==> src/rtl/mv_select.sv <==
// Best-match motion-vector selector: tracks the minimum SAD over one macroblock's search
// window and reports the winning candidate as a signed (mvx, mvy) pair.
module mv_select #(
  parameter int unsigned SAD_W = 16,
  parameter int unsigned MV_W  = 4
) (
  input  logic             clk,
  input  logic             rst_n,
  input  logic             sad_valid,
  input  logic [SAD_W-1:0] sad,
  input  logic             mb_clear,
  output logic [MV_W-1:0]  mvx,
  output logic [MV_W-1:0]  mvy,
  output logic [SAD_W-1:0] min_sad,
  output logic             mv_valid,
  output logic             busy,
  output logic [15:0]      mb_count
);

  localparam int unsigned IdxW = 2 * MV_W;
  // Offset-to-signed mapping: subtracting 2^(MV_W-1) equals flipping the MSB.
  localparam logic [MV_W-1:0] MsbFlip = MV_W'(1) << (MV_W - 1);

  typedef enum logic {StIdle, StSearch} phase_e;

  phase_e            phase_q, phase_d;
  logic [IdxW-1:0]   idx_q, idx_d;
  logic [IdxW-1:0]   best_idx_q, best_idx_d;
  logic [SAD_W-1:0]  best_sad_q, best_sad_d;
  logic [MV_W-1:0]   mvx_q, mvx_d, mvy_q, mvy_d;
  logic [SAD_W-1:0]  min_sad_q, min_sad_d;
  logic              mv_valid_q, mv_valid_d;
  logic [15:0]       mb_count_q, mb_count_d;

  logic              accept, last, take;
  logic [IdxW-1:0]   win_idx;
  logic [SAD_W-1:0]  win_sad;

  always_ff @(posedge clk or negedge rst_n) begin
    if (!rst_n) begin
      phase_q    <= StIdle;
      idx_q      <= '0;
      best_idx_q <= '0;
      best_sad_q <= '0;
      mvx_q      <= '0;
      mvy_q      <= '0;
      min_sad_q  <= '0;
      mv_valid_q <= 1'b0;
      mb_count_q <= '0;
    end else begin
      phase_q    <= phase_d;
      idx_q      <= idx_d;
      best_idx_q <= best_idx_d;
      best_sad_q <= best_sad_d;
      mvx_q      <= mvx_d;
      mvy_q      <= mvy_d;
      min_sad_q  <= min_sad_d;
      mv_valid_q <= mv_valid_d;
      mb_count_q <= mb_count_d;
    end
  end

  // Strict less-than keeps the earliest candidate on ties; candidate 0 always seeds.
  always_comb begin
    accept  = sad_valid && !mb_clear;
    last    = (idx_q == '1);
    take    = (idx_q == '0) || (sad < best_sad_q);
    win_idx = take ? idx_q : best_idx_q;
    win_sad = take ? sad : best_sad_q;

    idx_d      = idx_q;
    best_idx_d = best_idx_q;
    best_sad_d = best_sad_q;
    mvx_d      = mvx_q;
    mvy_d      = mvy_q;
    min_sad_d  = min_sad_q;
    mv_valid_d = 1'b0;
    mb_count_d = mb_count_q;

    if (mb_clear) begin
      idx_d      = '0;
      best_idx_d = '0;
      best_sad_d = '0;
    end else if (sad_valid) begin
      idx_d      = idx_q + 1'b1;
      best_idx_d = win_idx;
      best_sad_d = win_sad;
      if (last) begin
        mvx_d      = win_idx[MV_W-1:0] ^ MsbFlip;
        mvy_d      = win_idx[IdxW-1:MV_W] ^ MsbFlip;
        min_sad_d  = win_sad;
        mv_valid_d = 1'b1;
        mb_count_d = mb_count_q + 16'd1;
      end
    end
  end

  always_comb begin
    phase_d = phase_q;
    case (phase_q)
      StIdle:   if (accept) phase_d = StSearch;
      StSearch: if (mb_clear || (accept && last)) phase_d = StIdle;
      default:  phase_d = StIdle;
    endcase
  end

  always_comb begin
    busy     = (phase_q == StSearch);
    mvx      = mvx_q;
    mvy      = mvy_q;
    min_sad  = min_sad_q;
    mv_valid = mv_valid_q;
    mb_count = mb_count_q;
  end

endmodule
==> config.mk <==
export PLATFORM = sky130hd
export DESIGN_NAME = mv_select
export DESIGN_NICKNAME = d
export VERILOG_FILES = /design/src/rtl/mv_select.sv
export SDC_FILE = /design/constraint.sdc
export NUM_CORES = 1
export LEC_CHECK = 0
export ABC_AREA = 1
export CORE_ASPECT_RATIO = 1.2
export CORE_MARGIN = 2
export CORE_UTILIZATION = 60
export CTS_BUF_LIST = sky130_fd_sc_hd__clkbuf_16
export CTS_CLUSTER_SIZE = 25
export DETAILED_ROUTE_END_ITERATION = 7
export DONT_BUFFER_PORTS = 1
export GPL_TIMING_DRIVEN = 0
export PLACE_DENSITY = 0.76
export SLEW_MARGIN = 25
export SYNTH_ARGS = -nofsm -noshare
export SYNTH_HDL_FRONTEND = slang
export SYNTH_SLANG_ARGS = --single-unit
==> constraint.sdc <==
create_clock -name clk -period 2.1 [get_ports clk]
set_input_delay 0.21 -clock clk [delete_from_list [all_inputs] [get_ports clk]]
set_output_delay 0.21 -clock clk [all_outputs]
set_load 0.02 [all_outputs]
==> flow_summary.toml <==
[worst_setup_path]
crit_path_end_kind = "register"
start_kind = "register"
worst-setup-path-type = "reg -> reg"
cp.required_ns = 2.31
cp_cell_sequence = "inv_1, ha_1, nand2_1, o21ai_0, a21oi_4, nand2_4, clkbuf_4, nand3_1, nand3_1, nand2_1"
crit_fanout = 10
critPathTopFamily = "simple AND/OR/NAND/NOR gates"
arrival_ns = 2.18
critical-path-slowest-cell = "dfrtp_1"
max_stage_delay_ns = 0.35
critPathBufInv = 2

[hold_path]
min_path_type = "in -> reg"

[power_and_ir_drop]
clkPwrFrac_pct = 40.7
p_switching_w = 0.0009078
vdd.ir_drop.worst_mv = 0.4314
p_comb_share_pct = 14.2
p_int_w = 0.002412
swShare_pct = 27.34
power_frac_seq_pct = 45.2
p_leak_nw = 2.411
power.density_nw_per_um2 = 745.6

[global_route]
grt_pass1_wl_mm = 15.12
antenna_found_initial = 0
grt.overflow.total = 0
grt_max_degree = 75
grt_pass1_vias = 3390
gr-usage-all-layers_pct = 26.36

[cells_and_area]
final_nets = 563
final_area_sq_um = 4453
layout_common_cells = "169 x nand2_1, 81 x nand3_1, 74 x dfrtp_1"
final_common_cell = "nand2_1"
fin_cells = 614
fill_cells = 529
syn_to_final_growth_pct = 11.67
drive_gt1_share_pct = 8.885
antenna_cells = 0

[synth]
synth_warnings = 0
syn_nets = 548
ys.flop_type = "dfrtp_1"
syn_avg_cell_area_sq_um = 7.819
async_reset_ff_share_pct = 100.0
synth.cell_area_sq_um = 3988
synth.distinct_cells = 30
synthCells = 510
synth-seq-cells = 74
ys_seq_area_share_pct = 46.44
synth_edf_count = 0

[clock_tree]
clockBufferDepth = 2
htree_levels = 3
cts_num_sinks = 74
clock-root-buffer = "clkbuf_16"
cts_buffers = 9
clk_latency_ns = 0.33
cts_tree = "done"
clk_pin_slew_worst_paths_ns = 0.06

[sta]
slew_headroom_pct = 60.41
fmax_mhz = 506.1
tightestPinTransition_ns = 0.5884
finalCritPeriodShare_pct = 94.10
whs_ns = 0.06795
hold_violations = 0
slew_viol_final = 0
period_minus_slack_ns = 1.976
setup_tns_ns = 0
clock_skew_ns = 0.003967
finalSetupViolCount = 0

[placement]
globalplace.congestion = 0.8385
io_buffers = 0
place_hpwl_mm = 6.335
dp_cells = 595
postPlaceCellArea_sq_um = 4094

[routing]
dr.first_iter.drc_count = 194
topRoutingLayerUsed = "met4"
post_drt_wl_per_cell_microns = 14.54
route.detailed.drc = 0
wirelength_mm = 8.927
wl_met2_mm = 4.353
dr_total_vias = 3283
met1_length_mm = 3.868
wl_met3_microns = 489
postRouteAntennaNets = 0
vias_per_cell = 5.347
dr.pass1.iters = 5

[die]
initial_utilization_pct = 61.86
dieHeight_microns = 93.31
io_pins = 62
die_x_microns = 78.42
die_area_sq_um = 7317
core_area_sq_um = 6446
row_count = 32

[status]
run_status = "finished clean"

[job]
maxCapViolCount = 0
power by group through the flow:
stage	Sequential, W	Clock, W	Combinational [W]
CTS	0.00150	0.00137	0.000438
finish	0.00150	0.00135	0.000470
floorplan	0.00152	0	0.000308
global placement	0.00152	0	0.000384
global route	0.00150	0.00144	0.000537
detailed placement	0.00152	0	0.000395
through the flow:
stage	util [%]	worst slack (ns)	total power, W
after floorplan	-	0.3006	0.001826
after global placement	63.51	-0.02118	0.001906
after detailed placement	63.51	-0.04255	0.001919
after CTS	68.19	0.01561	0.003310
after global routing	69.08	-0.03301	0.003479
final	69.08	0.1240	0.003320
sequential cells by signal, summed over array words and instances, names as in the netlist:
signal / count
mv_valid: 1
best_idx_q: 8
busy: 1
best_sad_q: 16
mvx: 4
mvy: 4
idx_q: 8
min_sad: 16
mb_count: 16
metal layers:
metal	GRT usage (%)	up-vias
li1	-	1647
met1	31.81	1542
met2	44.61	75
met3	7.432	19
met4	10.53	0
met5	0	-
kinds of logic (layout without fill, tap and decap cells):
kind of cell | after synthesis | count (layout) | synth area share [%]
flops | 74 | 74 | 46.44
buf+inv | 87 | 106 | 8.911
compound gates | 29 | 29 | 3.828
xor+xnor | 13 | 13 | 2.855
simple gates | 289 | 289 | 32.32
fa+ha+maj | 18 | 18 | 5.648
worst paths after layout:
check / start / endpoint / slack [ns] / depth (start not counted)
min in group asynchronous: rst_n / mb_count[7] / 0.43 / 2
max in group asynchronous: rst_n / best_sad_q[3] / 1.38 / 2
hold / removal: sad_valid / idx_q[2] / 0.07 / 2
hold reg to reg: best_sad_q[6] / best_sad_q[6] / 0.48 / 2
setup / recovery: best_sad_q[11] / best_sad_q[3] / 0.12 / 10
setup reg to reg: best_sad_q[11] / best_sad_q[3] / 0.12 / 10
Yosys cell counts, types with 3 or more instances:
master	n	area [sq um]
clkbuf_1	7	26.28
buf_4	3	22.52
xnor2_1	6	52.55
a21oi_1	11	55.05
nor3_1	7	35.03
ha_1	18	225.2
nand2_2	3	18.77
nor4_1	3	18.77
xor2_1	7	61.31
inv_2	6	22.52
o21ai_0	14	70.07
nand2_1	171	641.9
nand3_1	81	405.4
nor2_1	17	63.81
dfrtp_1	74	1852
inv_1	65	244.0
worst register-to-register path, cell delays in order, from the launching register on:
cell      delay (ns)
dfrtp_1         0.35
inv_1           0.06
ha_1            0.28
nand2_1         0.08
o21ai_0         0.31
a21oi_4         0.12
nand2_4         0.14
clkbuf_4        0.22
nand3_1         0.12
nand3_1         0.12
nand2_1         0.07
area by class of cell:
class / count / area (sq um) / area share [%]
flip-flops and latches: 74 / 1852 / 41.58
multi-input cells: 349 / 1812 / 40.69
inverters: 71 / 266.5 / 5.985
clock buffers: 9 / 225.2 / 5.058
well taps: 85 / 106.4 / 2.388
plain buffers: 16 / 103.9 / 2.332
repair buffers: 4 / 52.55 / 1.180
clock inverters: 6 / 35.03 / 0.7867
timing repair:
item                                    4_1_cts  5_1_grt
pin swaps                                     0        1
buffers inserted                              0        2
endpoints found under the setup margin       35       38
resized for setup                             1       16
endpoints found under the hold margin        74        0
hold buffers                                  2        0
No activity file was read; power rests on OpenSTA's default activity.
